**config.mk**
```make
export PLATFORM = sky130hd
export DESIGN_NAME = hazard_stall_ctrl
export DESIGN_NICKNAME = d
export VERILOG_FILES = /design/src/rtl/hazard_pkg.sv /design/src/rtl/hazard_wait_timer.sv /design/src/rtl/hazard_stall_ctrl.sv
export SDC_FILE = /design/constraint.sdc
export NUM_CORES = 1
export LEC_CHECK = 0
export CORE_UTILIZATION = 34
export CTS_BUF_LIST = sky130_fd_sc_hd__clkbuf_16
export DETAILED_ROUTE_END_ITERATION = 6
export HOLD_SLACK_MARGIN = 0.06
export PLACE_DENSITY = 0.71
export SLEW_MARGIN = 20
export SYNTH_ARGS = -nofsm -noshare
export SYNTH_HDL_FRONTEND = slang
export SYNTH_SLANG_ARGS = --single-unit
```
**constraint.sdc**
```tcl
create_clock -name clk_i -period 2.4 [get_ports clk_i]
set_input_delay 0.72 -clock clk_i [delete_from_list [all_inputs] [get_ports clk_i]]
set_output_delay 0.72 -clock clk_i [all_outputs]
set_load 0.03 [all_outputs]
```
**src/rtl/hazard_pkg.sv**
```systemverilog
// rtl/hazard_pkg.sv - shared types and constants for the pipeline hazard path
package hazard_pkg;

    typedef enum logic [1:0] {
        RUN      = 2'd0,
        MEM_WAIT = 2'd1,
        HALT     = 2'd2
    } hz_state_e;

    // x0 is hardwired zero, so a load targeting it never creates a dependency
    localparam int REG_ZERO = 0;

    typedef enum logic [1:0] {
        FWD_NONE  = 2'd0,
        FWD_EXMEM = 2'd1,
        FWD_MEMWB = 2'd2
    } fwd_sel_e;

endpackage

```
**src/rtl/hazard_wait_timer.sv**
```systemverilog
// rtl/hazard_wait_timer.sv - memory-wait cycle counter with terminal-count compare
module hazard_wait_timer #(
    parameter int WAIT_W   = 8,
    parameter int MAX_WAIT = 200
) (
    input  logic i_clk,
    input  logic i_rst_n,
    input  logic i_clear,
    input  logic i_load,
    input  logic i_inc,
    output logic o_at_max
);

    logic [WAIT_W-1:0] r_count;

    if (MAX_WAIT < 1 || MAX_WAIT >= (1 << WAIT_W)) begin : g_bad_max_wait
        $error("hazard_wait_timer: MAX_WAIT must be in 1..2^WAIT_W-1");
    end

    always_ff @(posedge i_clk or negedge i_rst_n) begin
        if (!i_rst_n) begin
            r_count <= '0;
        end else if (i_clear) begin
            r_count <= '0;
        end else if (i_load) begin
            r_count <= WAIT_W'(1);
        end else if (i_inc) begin
            r_count <= r_count + WAIT_W'(1);
        end
    end

    assign o_at_max = (r_count == WAIT_W'(MAX_WAIT));

endmodule

```
**src/rtl/hazard_stall_ctrl.sv**
```systemverilog
// rtl/hazard_stall_ctrl.sv - load-use / branch / memory-wait pipeline sequencing controller
// Optional perf counters enabled by defining HAZ_PERF_CNT_EN.
module hazard_stall_ctrl
    import hazard_pkg::*;
#(
    parameter int REG_AW   = 5,
    parameter int WAIT_W   = 8,
    parameter int MAX_WAIT = 200,
    parameter int CNT_W    = 32
) (
    input  logic              clk_i,
    input  logic              rst_n_i,
    input  logic [REG_AW-1:0] IDRs1_i,
    input  logic [REG_AW-1:0] IDRs2_i,
    input  logic              IDUseRs1_i,
    input  logic              IDUseRs2_i,
    input  logic              EXMemRead_i,
    input  logic [REG_AW-1:0] EXRd_i,
    input  logic              BranchTaken_i,
    input  logic              MemReq_i,
    input  logic              MemAck_i,
    output logic              PCWrite_o,
    output logic              IFIDWrite_o,
    output logic              IDEXBubble_o,
    output logic              IFIDFlush_o,
    output logic              PipeStall_o,
`ifdef HAZ_PERF_CNT_EN
    output logic [CNT_W-1:0]  StallCycles_o,
    output logic [CNT_W-1:0]  BubbleCnt_o,
    output logic [CNT_W-1:0]  FlushCnt_o,
`endif
    output logic              MemTimeout_o
);

    hz_state_e r_state;
    logic      r_timeout;
    logic      w_mem_pending;
    logic      w_mstall;
    logic      w_lu;
    logic      w_at_max;
    logic      w_tmr_load;
    logic      w_tmr_clear;
    logic      w_tmr_inc;

    if (CNT_W < 1) begin : g_bad_cnt_w
        $error("hazard_stall_ctrl: CNT_W must be at least 1");
    end

    assign w_mem_pending = MemReq_i & ~MemAck_i;
    assign w_mstall      = (r_state == HALT) | w_mem_pending;

    assign w_lu = EXMemRead_i & (EXRd_i != REG_AW'(REG_ZERO)) &
                  ((IDUseRs1_i & (EXRd_i == IDRs1_i)) |
                   (IDUseRs2_i & (EXRd_i == IDRs2_i)));

    assign w_tmr_load  = (r_state == RUN) & w_mem_pending;
    assign w_tmr_clear = (r_state == MEM_WAIT) & ~w_mem_pending;
    assign w_tmr_inc   = (r_state == MEM_WAIT) & w_mem_pending & ~w_at_max;

    hazard_wait_timer #(
        .WAIT_W   (WAIT_W),
        .MAX_WAIT (MAX_WAIT)
    ) u_wait_timer (
        .i_clk    (clk_i),
        .i_rst_n  (rst_n_i),
        .i_clear  (w_tmr_clear),
        .i_load   (w_tmr_load),
        .i_inc    (w_tmr_inc),
        .o_at_max (w_at_max)
    );

    always_ff @(posedge clk_i or negedge rst_n_i) begin
        if (!rst_n_i) begin
            r_state   <= RUN;
            r_timeout <= 1'b0;
        end else begin
            case (r_state)
                RUN: begin
                    if (w_mem_pending) r_state <= MEM_WAIT;
                end
                MEM_WAIT: begin
                    if (!w_mem_pending) begin
                        r_state <= RUN;
                    end else if (w_at_max) begin
                        r_state   <= HALT;
                        r_timeout <= 1'b1;
                    end
                end
                HALT: begin
                    r_timeout <= 1'b1;
                end
                default: begin
                    r_state <= RUN;
                end
            endcase
        end
    end

    // Reset gates every output so a reset mid-stall leaves no residual bubble or flush
    always_comb begin
        PCWrite_o    = 1'b0;
        IFIDWrite_o  = 1'b0;
        IDEXBubble_o = 1'b0;
        IFIDFlush_o  = 1'b0;
        PipeStall_o  = 1'b0;
        if (rst_n_i) begin
            if (w_mstall) begin
                PipeStall_o = 1'b1;
            end else if (w_lu) begin
                IDEXBubble_o = 1'b1;
            end else begin
                PCWrite_o   = 1'b1;
                IFIDWrite_o = 1'b1;
                IFIDFlush_o = BranchTaken_i;
            end
        end
    end

    assign MemTimeout_o = r_timeout;

`ifdef HAZ_PERF_CNT_EN
    logic [CNT_W-1:0] r_stall_cnt;
    logic [CNT_W-1:0] r_bubble_cnt;
    logic [CNT_W-1:0] r_flush_cnt;

    always_ff @(posedge clk_i or negedge rst_n_i) begin
        if (!rst_n_i) begin
            r_stall_cnt  <= '0;
            r_bubble_cnt <= '0;
            r_flush_cnt  <= '0;
        end else begin
            if (PipeStall_o && (r_stall_cnt != '1))   r_stall_cnt  <= r_stall_cnt + CNT_W'(1);
            if (IDEXBubble_o && (r_bubble_cnt != '1)) r_bubble_cnt <= r_bubble_cnt + CNT_W'(1);
            if (IFIDFlush_o && (r_flush_cnt != '1))   r_flush_cnt  <= r_flush_cnt + CNT_W'(1);
        end
    end

    assign StallCycles_o = r_stall_cnt;
    assign BubbleCnt_o   = r_bubble_cnt;
    assign FlushCnt_o    = r_flush_cnt;
`endif

endmodule

```
# Word-level counts from Yosys, hierarchy flattened
# Cells that the tools add are included.
# totals
reg_bits	11
latch_bits	0
ram_bits	0
rom_bits	0
inputBits	23
out_inout_bits	6
wordCells	55
memories	0
# op_classes
addsub	1
mul	0
div_mod_pow	0
order_cmp	0
n_eq_ne	9
n_shift	0
n_mux	21
bitwise	15
reduce_logical	6
# op_table
cell	n
2-to-1 mux 8 bit	3
2-to-1 mux 1 bit	13
== test 5 bit	2
AND 1 bit	9
adder 8 x 1 -> 8 bit, second input constant	1
== test 8 bit, second input constant	1
2-to-1 mux 2 bit	3
!= test 2 bit, second input constant	3
case mux 2 bit (3 select lines)	1
AND reduction 3 bit	2
nonzero test 5 bit	1
NOT 1 bit	4
!= test 3 bit, second input constant	1
nonzero test 3 bit	1
== test 2 x 1 -> 1 bit, second input constant	1
== test 2 bit, second input constant	1
logical NOT 2 bit	1
bitwise OR 1 bit	2
case mux 1 bit (2 select lines)	1
nonzero test 2 bit	1

# Logic depth before layout (Yosys ltp)
# logic_depth
word_depth	7
mapped_depth	6
mapped_depth_nobuf	6

# By module
# Synthesis repeated with hierarchy kept, for this count alone.
# unflattened
cells_unflattened	89
hier_area_um2	777.0
# by_module_without_submodules
module	n_inst	cells_each	area_per_inst_um2
hazard_wait_timer	1	50	465.4
hazard_stall_ctrl	1	39	311.5

# Least setup slack after synthesis
# No wires, ideal clock.
# synth_timing
kind	input port to output port
startpoint	input EXRd_i[1]
endpoint	output PCWrite_o
t_arrival_ns	2.229
t_required_ns	1.680
setup_slack_ns	-0.549
path_stages	4
n_path_buf	1
cell_sequence	or4_1 o21a_1 a21oi_1 buf_4
# synth_via
elab_chain_cells	7
elab_cells_between_ends	11
cone_classes	2 x eq/ne; 3 x mux; 5 x bitwise; 1 x reduce/logical
# synth_lines
item	line_no	text
from (decl)	hazard_stall_ctrl.sv:18	input logic [REG_AW-1:0] EXRd_i,
== test 5 bit (on tied branches)	hazard_stall_ctrl.sv:53, hazard_stall_ctrl.sv:54	
AND 1 bit (on tied branches)	hazard_stall_ctrl.sv:53, hazard_stall_ctrl.sv:54	
bitwise OR 1 bit	hazard_stall_ctrl.sv:53	((IDUseRs1_i & (EXRd_i == IDRs1_i)) |
AND 1 bit (*)	hazard_stall_ctrl.sv:52	assign w_lu = EXMemRead_i & (EXRd_i != REG_AW'(REG_ZERO)) &
2-to-1 mux 1 bit (*) (3 in series)	n/a	
to (decl)	hazard_stall_ctrl.sv:22	output logic PCWrite_o,
# Every way passes the cells marked *; elsewhere a longest branch is shown, timed or not.

# Final worst setup path
# layout_timing
startpoint	input EXRd_i[4]
endpoint	output IFIDWrite_o
# layout_via
elab_chain_cells	7
elab_cells_between_ends	11
cone_classes	2 x eq/ne; 3 x mux; 5 x bitwise; 1 x reduce/logical
# layout_lines
item	line_no	text
== test 5 bit (on tied branches)	hazard_stall_ctrl.sv:53, hazard_stall_ctrl.sv:54	
AND 1 bit (on tied branches)	hazard_stall_ctrl.sv:53, hazard_stall_ctrl.sv:54	
bitwise OR 1 bit	hazard_stall_ctrl.sv:53	
AND 1 bit (*)	hazard_stall_ctrl.sv:52	
2-to-1 mux 1 bit (*)	hazard_stall_ctrl.sv:109	end else if (w_lu) begin
2-to-1 mux 1 bit (*)	hazard_stall_ctrl.sv:107	if (w_mstall) begin
2-to-1 mux 1 bit (*)	hazard_stall_ctrl.sv:106	if (rst_n_i) begin
to (decl)	hazard_stall_ctrl.sv:23	output logic IFIDWrite_o,
# Marked as above.

==> results.tsv <==
metric	value	unit
outcome	finished, violations left	
violations	setup timing	
path_clk_slew	0.04	ns
drtPass1Iterations	2	
leakagePower	0.5721	nW
die_x	50.76	microns
slew_viol_final	0	
yosysSeqAreaShare	0.3406	
routedWlPerCell	13.89	microns
yosys_register_bits	11	
ir_drop	378.7	uV
io_buffers	28	
slew_headroom	0.6979	
cts_tree	yes	
gp_congestion	0.7948	
yosysUniqueCellTypes	34	
crit_required	1.68	ns
synth_ff_type	dfrtp_1	
final_layout_size_suffix_gt1_frac	0.2960	
hpwl	1.566	mm
hold_class	flip-flop to flip-flop	
area_growth_syn_to_layout	58.98	%
startpoint_type	primary input	
vias	830	
syn_area	808.3	sq um
fp-row-count	17	
numCtsBuffers	3	
final_area	1285	sq um
synth_fp_nets	111	
num_io_pins	29	
nets	151	
cts.htree.levels	1	
crit_type	primary input to primary output	
grt_max_degree	10	
die_area	2576	sq um
p_per_area	507.8	nW/um^2
max_freq	382.3	MHz
final-setup-viol-count	4	
ctsHoldBuffers	0	
setup_slack	-0.2156	ns
grt_pass1_wl	3.615	mm
worstSkewPairLatency	0.24	ns
synthCells	86	
end_kind	primary output	
ant_nets	0	
grt.overflow.total	0	
skew	0.002788	ns
drt_iter0_drc	7	
dp_slack	-0.6412	ns
grt.total_usage	0.1923	
fin_crit	2.616	ns
vias_per_cell	5.425	
coreArea	2233	sq um
wirelength	2.125	mm
async_reset_ff_frac	1.000	
place_area	1154	sq um
grt_pass1_vias	800	
rsz0062_at_grt	yes	
drc	0	
maxCapViolations	0	
tightestPinTransition	0.4522	ns
n_antenna_cell	0	
crit_fanout	3	
antenna_found_initial	0	
initial_core_util	0.3619	
yosys_warnings	0	
crit_arrival	1.90	ns
cts_root_buf	clkbuf_16	
syn_avg_cell_area	9.399	sq um
die_y	50.76	microns
finalHoldViolCount	0	
synth_edf_count	0	
cts_sinks	11	
min_period_over_period	1.090	
clock_path_buffers	2	
## sequential cells by signal, summed over array words and instances (netlist names)
name / cells
r_state: 2
MemTimeout_o: 1
u_wait_timer.r_count: 8
## report_power, final
group / switching, mW / internal, mW
registers: 0.0125 / 0.195
clock network: 0.0870 / 0.219
logic: 0.0635 / 0.0758
## area by class of cell
| cell class | count | area [sq um] |
|---|---|---|
| Clock buffer | 3 | 75.07 |
| Clock inverter | 1 | 3.754 |
| Fill cell | 215 | 948.4 |
| Inverter | 3 | 11.26 |
| Multi-Input combinational cell | 69 | 545.5 |
| Sequential cell | 11 | 275.3 |
| Tap cell | 28 | 35.03 |
| Timing Repair Buffer | 38 | 339.1 |
## Yosys cell counts, types with 2 or more instances
master	count	area share
a21oi_1	3	0.019
buf_6	2	0.028
dfrtp_1	11	0.34
ha_1	2	0.031
inv_1	3	0.014
mux2i_1	2	0.025
nand2_1	8	0.037
nand2b_1	2	0.015
nand3_1	3	0.019
nand4_1	4	0.031
nor2_1	6	0.028
nor3_1	2	0.012
nor3b_1	2	0.019
o2111ai_1	2	0.022
o21ai_0	4	0.025
xnor2_1	11	0.12
xor2_1	2	0.022
## worst paths after layout
| kind | from | endpoint | slack, ns | depth (start not counted) |
|---|---|---|---|---|
| setup reg to reg | r_state[0]$_DFFE_PN0P_ | u_wait_timer.r_count[2]$_DFFE_PN0P_ | 0.74 | 4 |
| max in group asynchronous | rst_n_i | u_wait_timer.r_count[0]$_DFFE_PN0P_ | 1.65 | 2 |
| hold reg to reg | MemTimeout_o$_DFFE_PN0P_ | MemTimeout_o$_DFFE_PN0P_ | 0.47 | 1 |
| hold / removal | MemTimeout_o$_DFFE_PN0P_ | MemTimeout_o$_DFFE_PN0P_ | 0.47 | 1 |
| min in group asynchronous | rst_n_i | r_state[0]$_DFFE_PN0P_ | 0.58 | 2 |
| setup / recovery | EXRd_i[4] | IFIDWrite_o | -0.22 | 5 |
## kinds of logic (layout without fill, tap and decap cells)
logic type      Yosys count  count (layout)  share of synthesized area
simple gates             34              34                     0.2353
fa+ha+maj                 2               2                    0.03095
buf+inv                   6              45                    0.05108
mux                       2               2                    0.02477
flops                    11              11                     0.3406
xor+xnor                 13              13                     0.1409
compound gates           18              18                     0.1765
## critical path, cell delays in order
cell and delay, ns:
buf_8 0.09, or4_4 0.52, o21a_4 0.25, a21oi_4 0.16, buf_6 0.15
## layer usage
metal	track usage	part of all wire
met5	0	0
met4	0.08333	0.014
met3	0.04242	0.075
met2	0.3333	0.49
met1	0.2249	0.42
## stage by stage
step | std cells | hold WS [ns] | total power [mW] | TNS (ns) | utilization
2_1_floorplan | 86 | 0.4244 | 0.2745 | -0.5498 | -
3_3_place_gp | 146 | 0.4540 | 0.3399 | -2.455 | 0.5165
3_5_place_dp | 146 | 0.4633 | 0.3440 | -2.610 | 0.5165
4_1_cts | 153 | 0.4727 | 0.6542 | -0.7913 | 0.5697
5_1_grt | 153 | 0.4882 | 0.6745 | -0.9138 | 0.5754
6_report | 153 | 0.4737 | 0.6525 | -0.8053 | 0.5754
## cell usage in the layout (no fill, tap or decap), drive strengths merged, types with 3 or more instances in the layout
cell and n:
nor2 6, inv 4, o21ai 4, clkdlybuf4s15 4, nand2 8, a21oi 3, nand3 3, nand4 4
clkbuf 5, xnor2 11, dfrtp 11, buf 19, clkdlybuf4s50 6, dlygate4sd2 6
## repair_timing
item | 4_1_cts | 5_1_grt
pin swaps | 13 | 8
buffers inserted | 3 | 0
resized for setup | 43 | 11
setup endpoints to repair | 5 | 5
Power figures use the tool's default switching activity.
==> RTL change: new RTL, same settings <==
`REG_ZERO`: 0 -> 1.
--- a/src/rtl/hazard_pkg.sv
+++ b/src/rtl/hazard_pkg.sv
@@ -9,5 +9,5 @@
 
     // x0 is hardwired zero, so a load targeting it never creates a dependency
-    localparam int REG_ZERO = 0;
+    localparam int REG_ZERO = 1;
 
     typedef enum logic [1:0] {
Behaviour: not the same (Yosys sat finds a counterexample within 4 cycles, from zero or initial values and one cycle with rst_n_i low).
==> RTL change against the unedited design <==
The run still ends with negative setup slack left; power down 1.2%; global-route usage down 1.1 points; count of clock-buffer cells in the layout unchanged; worst setup slack better by 3.7 ps; sequential cell count unchanged; largest cell class unchanged; routed wire length down 2.3%; clock power down 1%; largest power group unchanged; final area down 3.0%; die area down 5.1%; synthesized area down 5.3%.
==> RTL change: results (changes against the unedited design) <==
Reg-to-reg startpoint: r_state[1] (was r_state[0]). The run gives 27 (was 34) as the distinct cell type count of the synthesized netlist. The pin slew with the least headroom to its limit works out to 305 ps (was 452 ps).

The flow ran to the end, but the final reports show violations. The logs give 3.23 ps (was 2.79 ps) for the setup skew after layout and 4 (unchanged) for the count of final setup violators. The tools report the number of fill cells as 186 (was 215). The tools report the wire length reported by the detailed router as 2080 um (was 2130 um). The mean number of vias per cell works out to 5.01 (was 5.42). Total instance count after detailed placement: 147 (was 146). Reg-to-reg endpoint: u_wait_timer.r_count[7] (was u_wait_timer.r_count[2]).

The top cell type's share of synthesized area is 0.359 (was 0.341). The total track usage was 0.181 (was 0.192); the fraction of final layout cells sized beyond drive strength 1 was 0.315 (was 0.296). The leakage power of the design is 0.598 nW (was 0.572 nW). The maximum number of pins on one net before global-route repair is 11 (was 10), and the final setup slack of the worst path is -212 ps (was -216 ps). Average instance area after synthesis: 8.90 um2 (was 9.40 um2). The detailed-route wire length per cell was 13.8 um (was 13.9 um). The logs give 810 ps (was 740 ps) for the flop-to-flop setup slack and 4 (was 2) for the detailed-router iteration count before antenna repair. The post-detailed-placement cell area was 1130 um2 (was 1150 um2). Biggest area contributors in the synthesized netlist: dfrtp_1 (36%), xnor2_1 (13%), xor2_1 (5.7%), nor2_1 (4.4%), nand4_1 (4.1%) (was dfrtp_1 (34%), xnor2_1 (12%), nand2_1 (3.7%), ha_1 (3.1%), nand4_1 (3.1%)). Violations in the final reports: negative setup slack (unchanged). Number of DRC markers in iteration 0: 15 (was 7). The global-route wire length before repair came out at 3370 um (was 3620 um). For the number of global-route vias before repair, the log shows 760 (was 800). Commonest cells in the synthesized netlist: dfrtp_1 (11), xnor2_1 (11), nor2_1 (9) (was dfrtp_1 (11), xnor2_1 (11), nand2_1 (8)). The run gives -678 ps (was -641 ps) as the pre-CTS worst setup slack.
RTL change: per-layer routing:
layer	vias to the layer above	routed length (um)	track usage	part of all wire
li1	372	-	-	-
met3	3	114	0.0247	0.055
met1	348	927	0.225	0.45
met4	0	21	0.0571	0.010
met5	-	0	0	0
met2	33	1010	0.322	0.49
RTL change: worst min-delay path by stage:
stage,from,to,slack (ps),cells past startpoint
final,MemTimeout_o,MemTimeout_o,480,1
after global placement,MemTimeout_o,MemTimeout_o,450,1
after detailed placement,MemTimeout_o,MemTimeout_o,460,1
after global routing,MemTimeout_o,MemTimeout_o,500,1
after floorplan,rst_n_i,MemTimeout_o,420,0
after CTS,MemTimeout_o,MemTimeout_o,470,1
RTL change: where the power goes:
part	total [mW]	switching (mW)	internal, mW
sequential	0.203	0.0101	0.193
combinational	0.140	0.0666	0.0735
clock	0.302	0.0814	0.220
RTL change: logic make-up (layout without fill, tap and decap cells):
kind of cell / count (synthesis) / in the layout / share of synthesized area
buffers and inverters: 6 / 44 / 0.0359
AOI/OAI and AO/OA: 15 / 15 / 0.121
xor gates and xnor gates: 16 / 16 / 0.183
DFF: 11 / 11 / 0.359
and+or+nand+nor: 36 / 36 / 0.268
adders and majority gates: 2 / 2 / 0.0327
RTL change: final cells by class:
cell class	instances	area, um2	share of cell area
clock inverters	1	5.00	0.00402
multi-input cells	69	528	0.424
clock buffers	3	75.1	0.0602
flip-flops and latches	11	275	0.221
well taps	27	33.8	0.0271
inverters	4	15.0	0.0120
repair buffers	36	314	0.252
RTL change: what timing repair did:
item                                    4_1_cts  5_1_grt
buffers inserted                              1        0
pin swaps                                    14       13
gates cloned                                  0        0
gates resized for setup                      43       13
endpoints found under the setup margin        5        5
